## config.mk

```make
export PLATFORM = sky130hd
export DESIGN_NAME = alu_issue
export DESIGN_NICKNAME = d
export VERILOG_FILES = /design/src/rtl/alu_pkg.sv /design/src/rtl/alu_ctrl_dec.sv /design/src/rtl/alu_issue.sv
export SDC_FILE = /design/constraint.sdc
export NUM_CORES = 1
export LEC_CHECK = 0
export ABC_AREA = 1
export CAP_MARGIN = 20
export CORE_MARGIN = 2
export CORE_UTILIZATION = 37
export CTS_BUF_LIST = sky130_fd_sc_hd__clkbuf_16
export CTS_CLUSTER_SIZE = 14
export DETAILED_ROUTE_END_ITERATION = 10
export PLACE_DENSITY = 0.88
export SLEW_MARGIN = 20
export SYNTH_ARGS = -nofsm -noshare
export SYNTH_HDL_FRONTEND = slang
export SYNTH_SLANG_ARGS = --single-unit
```

## constraint.sdc

```tcl
create_clock -name clk_i -period 2.3 [get_ports clk_i]
set_clock_uncertainty 0.2 [all_clocks]
set_input_delay 0.345 -clock clk_i [delete_from_list [all_inputs] [get_ports clk_i]]
set_output_delay 0.345 -clock clk_i [all_outputs]
set_load 0.02 [all_outputs]
```

## src/rtl/alu_pkg.sv

```systemverilog
// Shared ALU encodings: control codes, ALUOp classes and R-type funct values.
// Imported by the issue stage, its decoder and the ALU itself.
package alu_pkg;

    localparam int ALU_CODE_W  = 3;
    localparam int STALL_CNT_W = 4;

    localparam logic [ALU_CODE_W-1:0] ALU_ADD = 3'b000;
    localparam logic [ALU_CODE_W-1:0] ALU_SUB = 3'b001;
    localparam logic [ALU_CODE_W-1:0] ALU_MUL = 3'b010;
    localparam logic [ALU_CODE_W-1:0] ALU_AND = 3'b011;
    localparam logic [ALU_CODE_W-1:0] ALU_OR  = 3'b100;

    localparam logic [1:0] ALUOP_ADD   = 2'b00;
    localparam logic [1:0] ALUOP_SUB   = 2'b01;
    localparam logic [1:0] ALUOP_RTYPE = 2'b10;
    localparam logic [1:0] ALUOP_RSVD  = 2'b11;

    localparam logic [5:0] FUNCT_ADD = 6'b100000;
    localparam logic [5:0] FUNCT_SUB = 6'b100010;
    localparam logic [5:0] FUNCT_MUL = 6'b011000;
    localparam logic [5:0] FUNCT_AND = 6'b100100;
    localparam logic [5:0] FUNCT_OR  = 6'b100101;

endpackage

```

## src/rtl/alu_ctrl_dec.sv

```systemverilog
// Combinational ALUOp/funct decode into the 3-bit ALU control code.
// Undecodable combinations fall back to ADD and raise the illegal flag.
module alu_ctrl_dec
    import alu_pkg::*;
(
    input  logic [1:0]            aluop,
    input  logic [5:0]            funct,
    output logic [ALU_CODE_W-1:0] code,
    output logic                  illegal
);

    always_comb begin
        code    = ALU_ADD;
        illegal = 1'b0;
        case (aluop)
            ALUOP_ADD: code = ALU_ADD;
            ALUOP_SUB: code = ALU_SUB;
            ALUOP_RTYPE: begin
                case (funct)
                    FUNCT_ADD: code = ALU_ADD;
                    FUNCT_SUB: code = ALU_SUB;
                    FUNCT_MUL: code = ALU_MUL;
                    FUNCT_AND: code = ALU_AND;
                    FUNCT_OR:  code = ALU_OR;
                    default:   illegal = 1'b1;
                endcase
            end
            default: illegal = 1'b1;
        endcase
    end

endmodule

```

## src/rtl/alu_issue.sv

```systemverilog
// ALU issue stage: one-entry output register with valid/ready handshake and MUL occupancy stall.
// Define ALU_ISSUE_ILLEGAL_EN to register and expose the illegal-op flag on illegal_o.
//
// state      | meaning
// -----------+----------------------------------------------
// ST_IDLE    | output register empty, ready for a beat
// ST_HOLD    | output register holds a valid beat
// ST_MULWAIT | ALU busy with a MUL, stall counter running
module alu_issue
    import alu_pkg::*;
#(
    parameter int MUL_LAT = 3
) (
    input  logic                  clk_i,
    input  logic                  rst_i,
    input  logic                  in_valid_i,
    output logic                  in_ready_o,
    input  logic [1:0]            aluop_i,
    input  logic [5:0]            funct_i,
    input  logic [31:0]           data0_i,
    input  logic [31:0]           data1_i,
    output logic                  out_valid_o,
    input  logic                  out_ready_i,
    output logic [ALU_CODE_W-1:0] aluctrl_o,
    output logic [31:0]           data0_o,
    output logic [31:0]           data1_o,
    output logic                  busy_o,
    output logic                  illegal_o
);

    if (MUL_LAT < 1 || MUL_LAT > 15) begin : g_bad_mul_lat
        $error("alu_issue: MUL_LAT must be within 1..15");
    end

    typedef enum logic [1:0] {
        ST_IDLE    = 2'd0,
        ST_HOLD    = 2'd1,
        ST_MULWAIT = 2'd2
    } state_t;

    localparam bit                     MUL_STALLS    = (MUL_LAT > 1);
    localparam logic [STALL_CNT_W-1:0] MUL_WAIT_INIT = STALL_CNT_W'(MUL_LAT - 1);

    state_t                 state_q, state_d;
    logic [STALL_CNT_W-1:0] cnt_q, cnt_d;
    logic [ALU_CODE_W-1:0]  dec_code;
    logic                   dec_illegal;
    logic                   accept, consume, mul_out;

    alu_ctrl_dec u_dec (
        .aluop   (aluop_i),
        .funct   (funct_i),
        .code    (dec_code),
        .illegal (dec_illegal)
    );

    assign accept  = in_valid_i & in_ready_o;
    assign consume = out_valid_o & out_ready_i;
    assign mul_out = (aluctrl_o == ALU_MUL);

    always_ff @(posedge clk_i or posedge rst_i) begin
        if (rst_i) begin
            state_q <= ST_IDLE;
            cnt_q   <= '0;
        end else begin
            state_q <= state_d;
            cnt_q   <= cnt_d;
        end
    end

    always_comb begin
        state_d = state_q;
        cnt_d   = cnt_q;
        case (state_q)
            ST_IDLE: begin
                if (accept) state_d = ST_HOLD;
            end
            ST_HOLD: begin
                if (consume) begin
                    if (mul_out) begin
                        if (MUL_STALLS) begin
                            state_d = ST_MULWAIT;
                            cnt_d   = MUL_WAIT_INIT;
                        end else begin
                            state_d = ST_IDLE;
                        end
                    end else if (accept) begin
                        state_d = ST_HOLD;
                    end else begin
                        state_d = ST_IDLE;
                    end
                end
            end
            ST_MULWAIT: begin
                cnt_d = cnt_q - 1'b1;
                // <=1 also recovers cleanly should the counter ever hold 0 here
                if (cnt_q <= 1) state_d = ST_IDLE;
            end
            default: state_d = ST_IDLE;
        endcase
    end

    always_comb begin
        out_valid_o = (state_q == ST_HOLD);
        busy_o      = (state_q == ST_MULWAIT);
        // a MUL on its consume edge blocks issue so the stall starts clean
        in_ready_o  = (state_q == ST_IDLE) |
                      ((state_q == ST_HOLD) & out_ready_i & ~mul_out);
    end

    always_ff @(posedge clk_i or posedge rst_i) begin
        if (rst_i) begin
            aluctrl_o <= ALU_ADD;
            data0_o   <= '0;
            data1_o   <= '0;
        end else if (accept) begin
            aluctrl_o <= dec_code;
            data0_o   <= data0_i;
            data1_o   <= data1_i;
        end
    end

`ifdef ALU_ISSUE_ILLEGAL_EN
    logic illegal_q;

    always_ff @(posedge clk_i or posedge rst_i) begin
        if (rst_i) begin
            illegal_q <= 1'b0;
        end else if (accept) begin
            illegal_q <= dec_illegal;
        end
    end

    assign illegal_o = illegal_q & out_valid_o;
`else
    logic unused_dec_illegal;
    assign unused_dec_illegal = dec_illegal;
    assign illegal_o          = 1'b0;
`endif

endmodule

```

==> results_dict.tcl <==
set metrics [dict create \
    final_common_cell "nand2_1" \
    path_clk_slew_ps 60 \
    clock-root-buffer "clkbuf_16" \
    post-route-period-util_pct 91.43 \
    p_comb_share_pct 25.7 \
    pwr_density_cell_nw_per_um2 861.6 \
    internal_power_w 0.003068 \
    die_h_um 94.58 \
    cts_buffers 9 \
    grt_setup_unrepaired "false" \
    numPortBuffers 145 \
    grt_first_pass_wirelength_mm 12.19 \
    dp_slack_ps 3.145 \
    hpwl_mm 5.680 \
    syn_to_final_growth_pct 61.83 \
    antenna_found_initial 0 \
    drive_above_1_share_pct 4.706 \
    first_pass_iters 4 \
    instances_no_fill 615 \
    h-tree-depth 3 \
    power.share.sequential_pct 38.1 \
    post_drt_wl_per_cell_um 12.21 \
    viasPerCell 4.522 \
    avgSynthCellArea_sq_um 8.479 \
    core_area_sq_um 8093 \
    grt_max_degree 40 \
    swShare_pct 27.50 \
    finalWorstSetupSlack_ps 197.0 \
    cellLeakagePower_nw 2.445 \
    clkLatencyLatePin_ps 320 \
    netlist_area_sq_um 3035 \
    grt_util_all_layers_pct 17.63 \
    cts_tree "built" \
    cap_violations 0 \
    critPathRequiredTime_ps 1750 \
    cp-end-kind "primary output" \
    slew_viol_final 0 \
    chipWidth_um 94.58 \
    nFillCells 675 \
    drt_iter0_markers 133 \
    max_freq_mhz 475.5 \
    setup.worst_path.start_class "register" \
    vias 2781 \
    pin_count 147 \
    ys_types 20 \
    dieArea_sq_um 8944 \
    hp-class "register to register" \
    std_cell_rows 33 \
    cts_sinks 73 \
    critPathMaxFanout 3 \
    layout.nets 585 \
    syn-num-nets 438 \
    ant_nets 0 \
    cp.arrival_ps 1560 \
    vdd_drop_max_mv 0.4662 \
    fin_crit_ps 2103 \
    totalWireLength_mm 7.512 \
    clock_path_buffers 2 \
    p_clk_share_pct 36.2 \
    drc 0 \
    synth-seq-cells 73 \
    seq_area_frac_synth_pct 60.18 \
    gp_congestion 0.7212 \
    ys_warn_count 0 \
    place_inst 599 \
    status "completed" \
    num_antenna_cells 0 \
    setup_viol 0 \
    layout_common_cells "216 x nand2_1, 143 x clkdlybuf4s50_1, 73 x dfrtp_1" \
    p_sw_w 0.001164 \
    grt_pass1_vias 2704 \
    start_util_pct 37.51 \
    postCtsHoldBufs 0 \
    synth_cells 358 \
    hold_violations 0 \
    gr-total-overflow 0 \
    crit_type "register to primary output" \
]
==> power by group through the flow <==
stage | sequential, W | combinational, W | clock, W
after floorplan | 0.00183 | 0.000319 | 0
after global placement | 0.00162 | 0.00107 | 0
after detailed placement | 0.00163 | 0.00110 | 0
after CTS | 0.00161 | 0.00111 | 0.00157
after global routing | 0.00164 | 0.00118 | 0.00164
final | 0.00161 | 0.00109 | 0.00153
==> routing by layer <==
metal	up-vias	GRT usage (%)	wire length, um
met1	1295	21.00	3076
li1	1365	-	-
met3	10	5.188	591
met2	111	30.12	3741
met4	0	6.884	102
met5	-	0	0
==> synth_stat cells (all sizes together) <==
library cell    n  area share (%)
nand2         218              27
dfrtp          73              60
inv            17             2.1
buf            13             3.5
nor2           12             1.5
o21ai           6            0.99
nand3           5            0.82
ha              4             1.6
clkbuf          2            0.25
nand3b          2            0.49
nor3            2            0.33
a21boi          1            0.25
conb            1            0.12
or2             1            0.21
xnor2           1            0.29
==> final timing paths <==
| check | from | to | slack, ps | depth (start not counted) |
|---|---|---|---|---|
| max | state_q[1] | out_valid_o | 200 | 4 |
| min | data0_o[15] | data0_o[15] | 280 | 2 |
| max reg2reg | aluctrl_o[2] | aluctrl_o[0] | 680 | 9 |
| min reg2reg | data0_o[15] | data0_o[15] | 280 | 2 |
| max in group asynchronous | rst_i | data0_o[11] | 1220 | 3 |
| min in group asynchronous | rst_i | data1_o[15] | 310 | 3 |
==> stage by stage <==
step / hold WS (ps) / area, sq um / power, W / setup TNS, ps / utilization, %
3_5_place_dp: 264.8 / 4577 / 0.002729 / 0 / 56.56
4_1_cts: 280.3 / 4910 / 0.004289 / 0 / 60.67
5_1_grt: 297.1 / 4912 / 0.004459 / 0 / 60.70
2_1_floorplan: 254.6 / 3039 / 0.002144 / 0 / -
3_3_place_gp: 260.9 / 4577 / 0.002685 / -3.794 / 56.56
6_report: 277.2 / 4912 / 0.004232 / 0 / 60.70
==> kinds of logic after synthesis <==
group	count (synthesis)	synth area share [%]
simple gates	240	30.63
flops	73	60.18
buf+inv	32	5.894
compound gates	7	1.237
fa+ha+maj	4	1.649
xor+xnor	1	0.2886
other cells	1	0.1235
==> cell type report <==
cell class	count	area (sq um)	share of cell area, %
well taps	105	131.4	2.674
clock inverters	7	108.9	2.216
repair buffers	151	1523	31.00
flip-flops and latches	73	1827	37.19
inverters	17	67.56	1.375
clock buffers	9	225.2	4.585
multi-input cells	253	1030	20.96
==> state kept, by name, indices dropped and copies added, names as in the netlist <==
signal / cells
state_q: 2
aluctrl_o: 3
data1_o: 32
data0_o: 32
cnt_q: 4
==> what timing repair did <==
item,CTS,global route
endpoints found under the setup margin,1,1
setup buffers,0,0
gates resized for setup,1,1
==> worst max-delay path: stages, from the launching register on <==
cell	delay, ps
dfrtp_1	380
inv_1	100
nand2_1	70
inv_1	80
clkdlybuf4s50_1	610
No activity file was read; power rests on OpenSTA's default activity.
